===== src/rtl/alu_pkg.sv =====
// Shared ALU encodings plus the issue-stage state and held-entry types.
// The ALU and the issue stage both import this package.
package alu_pkg;

    localparam logic [3:0] ALU_AND  = 4'b0000;
    localparam logic [3:0] ALU_OR   = 4'b0001;
    localparam logic [3:0] ALU_ADD  = 4'b0010;
    localparam logic [3:0] ALU_SUB  = 4'b0110;
    localparam logic [3:0] ALU_SLT  = 4'b0111;
    localparam logic [3:0] ALU_MUL  = 4'b0011;
    localparam logic [3:0] ALU_SLL  = 4'b1000;
    localparam logic [3:0] ALU_SRL  = 4'b1001;
    localparam logic [3:0] ALU_NOR  = 4'b1100;
    localparam logic [3:0] ALU_NAND = 4'b1101;

    localparam logic [2:0] BONUS_SLT = 3'b000;
    localparam logic [2:0] BONUS_SGT = 3'b001;
    localparam logic [2:0] BONUS_SLE = 3'b010;
    localparam logic [2:0] BONUS_SGE = 3'b011;
    localparam logic [2:0] BONUS_SNE = 3'b100;
    localparam logic [2:0] BONUS_SEQ = 3'b110;

    typedef enum logic {
        ST_EMPTY = 1'b0,
        ST_FULL  = 1'b1
    } issue_state_t;

    typedef struct packed {
        logic [4:0]  rs;
        logic [4:0]  rt;
        logic [4:0]  rd;
        logic [31:0] rs_data;
        logic [31:0] rt_data;
        logic [31:0] imm;
        logic        alu_src_imm;
        logic        reg_write;
        logic        mem_read;
        logic [3:0]  alu_control;
        logic [2:0]  bonus_control;
    } entry_t;

endpackage


===== src/rtl/fwd_mux.sv =====
// Operand bypass: picks the EX/MEM bus, then the MEM/WB bus, then the
// register-file value. Register 0 is hard-wired and never bypassed.
module fwd_mux (
    input  logic [4:0]  r,
    input  logic [31:0] d,
    input  logic        fwd1_we,
    input  logic [4:0]  fwd1_rd,
    input  logic [31:0] fwd1_data,
    input  logic        fwd2_we,
    input  logic [4:0]  fwd2_rd,
    input  logic [31:0] fwd2_data,
    output logic [31:0] q
);

    always_comb begin
        q = d;
        if (r != 5'd0 && fwd1_we && fwd1_rd == r) begin
            q = fwd1_data;
        end else if (r != 5'd0 && fwd2_we && fwd2_rd == r) begin
            q = fwd2_data;
        end
    end

endmodule


===== src/rtl/alu_issue_stage.sv =====
// One-entry issue buffer between decode and the ALU: holds an op, bypasses
// its operands from the result buses and stalls a consumer of a pending load.
module alu_issue_stage
    import alu_pkg::*;
#(
    parameter int CNT_W = 16
) (
    input  logic             clk,
    input  logic             rst_n,
    input  logic             flush,
    input  logic             in_valid,
    output logic             in_ready,
    input  logic [4:0]       in_rs,
    input  logic [4:0]       in_rt,
    input  logic [4:0]       in_rd,
    input  logic [31:0]      in_rs_data,
    input  logic [31:0]      in_rt_data,
    input  logic [31:0]      in_imm,
    input  logic             in_alu_src_imm,
    input  logic             in_uses_rt,
    input  logic             in_reg_write,
    input  logic             in_mem_read,
    input  logic [3:0]       in_alu_control,
    input  logic [2:0]       in_bonus_control,
    input  logic             fwd1_we,
    input  logic [4:0]       fwd1_rd,
    input  logic [31:0]      fwd1_data,
    input  logic             fwd2_we,
    input  logic [4:0]       fwd2_rd,
    input  logic [31:0]      fwd2_data,
    output logic             out_valid,
    input  logic             out_ready,
    output logic [31:0]      src1,
    output logic [31:0]      src2,
    output logic [3:0]       alu_control,
    output logic [2:0]       bonus_control,
    output logic [4:0]       out_rd,
    output logic             out_reg_write,
    output logic             out_mem_read,
    output logic [CNT_W-1:0] stall_cnt,
    output logic             state_dbg
);

    // Handshake: a transfer happens on the rising edge where valid and ready
    // are both high; valid never depends on ready, and an offered entry is
    // held stable until it transfers (or is flushed / reset away).
    issue_state_t state;
    entry_t       held;
    logic         live;
    logic         hazard;
    logic         in_fire;
    logic         out_fire;
    logic [31:0]  fwd_rs;
    logic [31:0]  fwd_rt;

    // Gating with rst_n keeps a reset cycle from ever reporting a transfer.
    assign live      = rst_n && (state == ST_FULL);
    assign state_dbg = (state == ST_FULL);

    assign hazard = live && held.mem_read && held.reg_write && (held.rd != 5'd0) &&
                    ((in_rs == held.rd) || (in_uses_rt && (in_rt == held.rd)));

    assign in_ready = rst_n && !flush && !hazard && (!live || out_ready);
    assign in_fire  = in_valid && in_ready;
    assign out_fire = live && out_ready;

    fwd_mux u_fwd_rs (
        .r(held.rs), .d(held.rs_data),
        .fwd1_we(fwd1_we), .fwd1_rd(fwd1_rd), .fwd1_data(fwd1_data),
        .fwd2_we(fwd2_we), .fwd2_rd(fwd2_rd), .fwd2_data(fwd2_data),
        .q(fwd_rs)
    );

    fwd_mux u_fwd_rt (
        .r(held.rt), .d(held.rt_data),
        .fwd1_we(fwd1_we), .fwd1_rd(fwd1_rd), .fwd1_data(fwd1_data),
        .fwd2_we(fwd2_we), .fwd2_rd(fwd2_rd), .fwd2_data(fwd2_data),
        .q(fwd_rt)
    );

    assign out_valid     = live;
    assign src1          = live ? fwd_rs : 32'd0;
    assign src2          = live ? (held.alu_src_imm ? held.imm : fwd_rt) : 32'd0;
    assign alu_control   = live ? held.alu_control : 4'd0;
    assign bonus_control = live ? held.bonus_control : 3'd0;
    assign out_rd        = live ? held.rd : 5'd0;
    assign out_reg_write = live && held.reg_write;
    assign out_mem_read  = live && held.mem_read;

    always_ff @(posedge clk) begin
        if (!rst_n) begin
            state     <= ST_EMPTY;
            held      <= '0;
            stall_cnt <= '0;
        end else begin
            if (in_valid && hazard && (stall_cnt != {CNT_W{1'b1}})) begin
                stall_cnt <= stall_cnt + CNT_W'(1);
            end
            if (flush) begin
                state <= ST_EMPTY;
            end else if (in_fire) begin
                state              <= ST_FULL;
                held.rs            <= in_rs;
                held.rt            <= in_rt;
                held.rd            <= in_rd;
                held.rs_data       <= in_rs_data;
                held.rt_data       <= in_rt_data;
                held.imm           <= in_imm;
                held.alu_src_imm   <= in_alu_src_imm;
                held.reg_write     <= in_reg_write;
                held.mem_read      <= in_mem_read;
                held.alu_control   <= in_alu_control;
                held.bonus_control <= in_bonus_control;
            end else if (out_fire) begin
                state <= ST_EMPTY;
            end
        end
    end

endmodule


===== config.mk =====
export PLATFORM = sky130hd
export DESIGN_NAME = alu_issue_stage
export DESIGN_NICKNAME = d
export VERILOG_FILES = /design/src/rtl/alu_pkg.sv /design/src/rtl/fwd_mux.sv /design/src/rtl/alu_issue_stage.sv
export SDC_FILE = /design/constraint.sdc
export NUM_CORES = 1
export LEC_CHECK = 0
export ABC_CLOCK_PERIOD_IN_PS = 2800
export BUFFER_PORTS_ARGS = -buffer_cell sky130_fd_sc_hd__buf_2
export CORE_ASPECT_RATIO = 0.75
export CORE_MARGIN = 2
export CORE_UTILIZATION = 46
export CTS_BUF_LIST = sky130_fd_sc_hd__clkbuf_4 sky130_fd_sc_hd__clkbuf_8
export CTS_CLUSTER_DIAMETER = 50
export DETAILED_ROUTE_END_ITERATION = 8
export PLACE_DENSITY = 0.79
export SETUP_SLACK_MARGIN = 0.5
export SLEW_MARGIN = 10
export SYNTH_ARGS = -nofsm -noshare
export SYNTH_HDL_FRONTEND = slang
export SYNTH_HIERARCHICAL = 1
export SYNTH_SLANG_ARGS = --single-unit
export TNS_END_PERCENT = 20

===== constraint.sdc =====
create_clock -name clk -period 2.8 [get_ports clk]
set_clock_uncertainty 0.2 [all_clocks]
set_input_delay 0.84 -clock clk [delete_from_list [all_inputs] [get_ports clk]]
set_output_delay 0.84 -clock clk [all_outputs]
set_load 0.1 [all_outputs]

==> results_tabular.tex <==
\begin{tabular}{lr}
\hline
Metric & Value \\
\hline
\multicolumn{2}{l}{\textbf{Outcome}} \\
\quad Status & finished with violations \\
\quad Violated checks & setup timing \\
\multicolumn{2}{l}{\textbf{Timing}} \\
\quad Min cycle time layout & 3.77 ns \\
\quad F\_max & 0.265 GHz \\
\quad Rel. slew slack & 0.596 \\
\quad Period utilisation layout & 1.35 \\
\quad Min setup slack post-route & -0.973 ns \\
\quad Setup repair after global routing missed its margin & true \\
\quad Final count of pins violating max slew & 0 \\
\quad Setup-violating endpoint count in the final report & 65 \\
\quad Worst-Margin Slew & 0.606 ns \\
\quad Number of failing hold endpoints at the final stage & 0 \\
\multicolumn{2}{l}{\textbf{Clock tree}} \\
\quad Inserted Clock Buffers & 17 \\
\quad Clock-pin slew on the worst setup and hold paths & 0.09 ns \\
\quad Number of buffers inserted by hold repair at cts & 0 \\
\quad Longest Clk Path Bufs & 2 \\
\quad Worst skew pair latency & 0.45 ns \\
\quad Level count of the clock H-tree & 4 \\
\quad \# clock sinks & 138 \\
\quad Clock Tree Root & sky130\_fd\_sc\_hd\_\_clkbuf\_8 \\
\quad TritonCTS clock tree & done \\
\multicolumn{2}{l}{\textbf{Run}} \\
\quad Maximum Capacitance Violations & 0 \\
\multicolumn{2}{l}{\textbf{Critical path}} \\
\quad Path type of the worst setup path & register to output pin \\
\quad Element type at the critical path end & output pin \\
\quad Cell-by-cell listing of the critical path & or4\_4 -> o211ai\_4 -> or2\_4 -> buf\_12 -> buf\_12 -> a31oi\_2 -> mux2i\_2 -> nor2\_4 -> buf\_12 \\
\quad Data arrival at the endpoint of the critical path & 2.73 ns \\
\quad Slack of the worst reg-to-reg path & 0.17 ns \\
\quad Crit path max fanout & 6 \\
\quad Largest stage delay, worst path & 0.59 ns \\
\quad CP dominant cell by count & sky130\_fd\_sc\_hd\_\_buf\_12 \\
\quad Slowest stage cell, crit path & sky130\_fd\_sc\_hd\_\_or4\_4 \\
\quad Required @ worst endpoint & 1.76 ns \\
\quad Startpoint type of the worst setup path & register \\
\multicolumn{2}{l}{\textbf{Floorplanning}} \\
\quad Die W & 155 µm \\
\quad Starting density of the core & 0.467 \\
\quad Die area & 18100 µm² \\
\quad Rows & 41 \\
\quad Core area & 16800 µm² \\
\quad Vertical die dimension & 117 µm \\
\quad Number of I/O pins & 300 \\
\multicolumn{2}{l}{\textbf{Placement}} \\
\quad DPL Wire Length & 23300 µm \\
\quad Area after DPL & 11700 µm² \\
\quad GP Congestion & 0.974 \\
\quad \# port buffers & 299 \\
\multicolumn{2}{l}{\textbf{GRT}} \\
\quad Total grt overflow & 0 \\
\quad Initial antenna violation count & 5 \\
\quad Aggregate global-route resource usage & 0.368 \\
\quad Via count of the first global-routing pass & 9422 \\
\quad Largest net degree at the start of global routing & 57 \\
\quad Wire length of the first global-routing pass & 51500 µm \\
\multicolumn{2}{l}{\textbf{Logic synthesis}} \\
\quad Leading area contributor after synthesis & sky130\_fd\_sc\_hd\_\_dfxtp\_1 \\
\quad Top area cells in the synthesized netlist & sky130\_fd\_sc\_hd\_\_dfxtp\_1 (35\%), sky130\_fd\_sc\_hd\_\_nand2\_1 (12\%), sky130\_fd\_sc\_hd\_\_o21ai\_0 (9.6\%) \\
\quad Cell Area, Synth & 7840 µm² \\
\quad FFs w/ async S/R, synth & 0 \\
\quad Cell with the most instances after synthesis & sky130\_fd\_sc\_hd\_\_nand2\_1 \\
\quad Post-synthesis net count & 1313 \\
\quad Warnings from Yosys & 6 \\
\quad Leading register cell type out of synthesis & sky130\_fd\_sc\_hd\_\_dfxtp\_1 \\
\quad Synth cell types & 40 \\
\quad Fraction of the yosys area taken by sequential cells & 0.352 \\
\quad Mean instance size in the synthesized netlist & 7.07 µm² \\
\quad Flip-flop and latch count after synthesis & 138 \\
\quad Ranking of synthesized cells by instance count & sky130\_fd\_sc\_hd\_\_nand2\_1 (253), sky130\_fd\_sc\_hd\_\_o21ai\_0 (150), sky130\_fd\_sc\_hd\_\_dfxtp\_1 (138) \\
\quad Post-synthesis instance total & 1109 \\
\quad Count of flip-flops with a built-in enable after synthesis & 0 \\
\quad Area share of the leading cell type in the synthesized netlist & 0.352 \\
\multicolumn{2}{l}{\textbf{Drt}} \\
\quad Via count & 10400 \\
\quad Via count normalized by instance count & 6.24 \\
\quad Average detailed-routed wire length per instance & 22.4 µm \\
\quad Number of antenna-violating nets in the routed design & 0 \\
\quad Drt drc & 0 \\
\quad Drt pass-1 iters & 5 \\
\quad Initial DRC count & 1192 \\
\quad Final wirelength & 37200 µm \\
\multicolumn{2}{l}{\textbf{Final layout}} \\
\quad Area overhead of the layout relative to synthesis & 72.5\% \\
\quad FF/Latch Area & 2780 µm² \\
\quad Cell area after layout & 13500 µm² \\
\quad Footprint of the multi-input gates & 5790 µm² \\
\quad Number of inserted filler cells in the final layout & 1041 \\
\quad Nets & 1632 \\
\quad Layout cell share with drive strength beyond 1 & 0.460 \\
\multicolumn{2}{l}{\textbf{Power}} \\
\quad Total power after layout & 5.15 mW \\
\quad Leakage power of the design & 5.07 nW \\
\quad Peak supply drop & 0.332 mV \\
\quad Power per Cell Area & 381 nW/µm² \\
\multicolumn{2}{l}{\textbf{Hold path}} \\
\quad Worst min-delay path category & register to register \\
\hline
\end{tabular}
per-layer routing:
| layer | share of wire | routed length [µm] | vias to the layer above | GRT usage |
|---|---|---|---|---|
| met5 | 0 | 0 | - | 0 |
| met4 | 0.040 | 1490 | 0 | 0.169 |
| met3 | 0.11 | 4210 | 143 | 0.0851 |
| met2 | 0.46 | 17200 | 838 | 0.590 |
| met1 | 0.38 | 14200 | 4826 | 0.479 |
| li1 | - | - | 4555 | - |
worst max-delay path: cells and delay by family (launching register included):
family          cells  cell delay, ns
mux                 1            0.23
flops               1            0.33
compound gates      2            0.39
simple gates        3            0.86
buf+inv             3            0.44
state kept, by name, summed over array words and instances (netlist names):
name and flops:
stall_cnt 16, held 121, state_dbg 1
cells by family (layout without fill, tap and decap cells):
logic type | after synthesis | in the layout | share of synthesized area
and+or+nand+nor | 504 | 504 | 0.293
AOI/OAI and AO/OA | 286 | 286 | 0.204
DFF | 138 | 138 | 0.352
buffers and inverters | 115 | 446 | 0.0713
muxes | 33 | 33 | 0.0421
xor gates and xnor gates | 32 | 32 | 0.0358
adders and majority gates | 1 | 1 | 0.00160
other | 0 | 6 | 0
final timing paths:
path / from / endpoint / cells after the start
worst min register to register: held[80]$_SDFFE_PN0P_ / held[80]$_SDFFE_PN0P_ / 2
worst max register to register: held[107]$_SDFFE_PN0P_ / held[113]$_SDFFE_PN0P_ / 8
worst min-delay path: held[80]$_SDFFE_PN0P_ / held[80]$_SDFFE_PN0P_ / 2
worst max-delay path: held[113]$_SDFFE_PN0P_ / src2[27] / 9
cell usage in the layout, fill, tap and decap left out, types with 6 or more instances in the layout:
master	count
sky130_fd_sc_hd__nand2_1	219
sky130_fd_sc_hd__buf_2	200
sky130_fd_sc_hd__dfxtp_1	127
sky130_fd_sc_hd__o21ai_1	108
sky130_fd_sc_hd__buf_12	106
sky130_fd_sc_hd__nand3_1	69
sky130_fd_sc_hd__buf_4	61
sky130_fd_sc_hd__o21ai_0	60
sky130_fd_sc_hd__nor3_1	56
sky130_fd_sc_hd__a31oi_1	43
sky130_fd_sc_hd__nor2_4	32
sky130_fd_sc_hd__nand2_2	26
sky130_fd_sc_hd__and3_4	25
sky130_fd_sc_hd__o21ai_2	22
sky130_fd_sc_hd__buf_6	22
sky130_fd_sc_hd__clkbuf_8	17
sky130_fd_sc_hd__xnor2_2	16
sky130_fd_sc_hd__mux2i_2	15
sky130_fd_sc_hd__mux2i_1	14
sky130_fd_sc_hd__a31oi_4	14
sky130_fd_sc_hd__and3_2	13
sky130_fd_sc_hd__xnor2_1	13
sky130_fd_sc_hd__a21oi_1	10
sky130_fd_sc_hd__buf_8	9
sky130_fd_sc_hd__nand2_4	8
sky130_fd_sc_hd__inv_1	8
sky130_fd_sc_hd__and3_1	8
sky130_fd_sc_hd__nand4_1	8
sky130_fd_sc_hd__dfxtp_2	8
sky130_fd_sc_hd__o31ai_1	7
sky130_fd_sc_hd__a31oi_2	7
sky130_fd_sc_hd__nor3_2	7
sky130_fd_sc_hd__diode_2	6
sky130_fd_sc_hd__or3_1	6
sky130_fd_sc_hd__buf_16	6
per-stage QoR:
stage	util	instances	setup TNS (ns)	hold slack [ns]	setup slack, ns
global route	0.806	1658	-60.66	0.270	-1.02
CTS	0.767	1650	-52.31	0.252	-0.880
finish	0.806	1661	-56.75	0.253	-0.973
global placement	0.696	1605	-44.24	0.232	-0.839
detailed placement	0.696	1605	-44.94	0.240	-0.836
floorplan	-	1109	-46.73	0.225	-0.658
layout make-up:
type | instances | area share
flip-flops and latches | 138 | 0.206
well taps | 215 | 0.0199
inverters | 8 | 0.00222
diodes | 6 | 0.00111
clock buffers | 18 | 0.0179
repair buffers | 407 | 0.311
multi-input cells | 856 | 0.428
clock inverters | 13 | 0.0142
repair_timing:
action / in CTS / in global routing
setup buffers: 8 / 2
gates resized for setup: 200 / 143
setup endpoints to repair: 231 / 221
pin swaps: 79 / 50
gates cloned: 6 / 3
power breakdown:
| part | switching (mW) | internal [mW] |
|---|---|---|
| clock | 0.884 | 0.985 |
| sequential | 0.0665 | 2.05 |
| combinational | 0.660 | 0.503 |
Power figures use the tool's default switching activity.
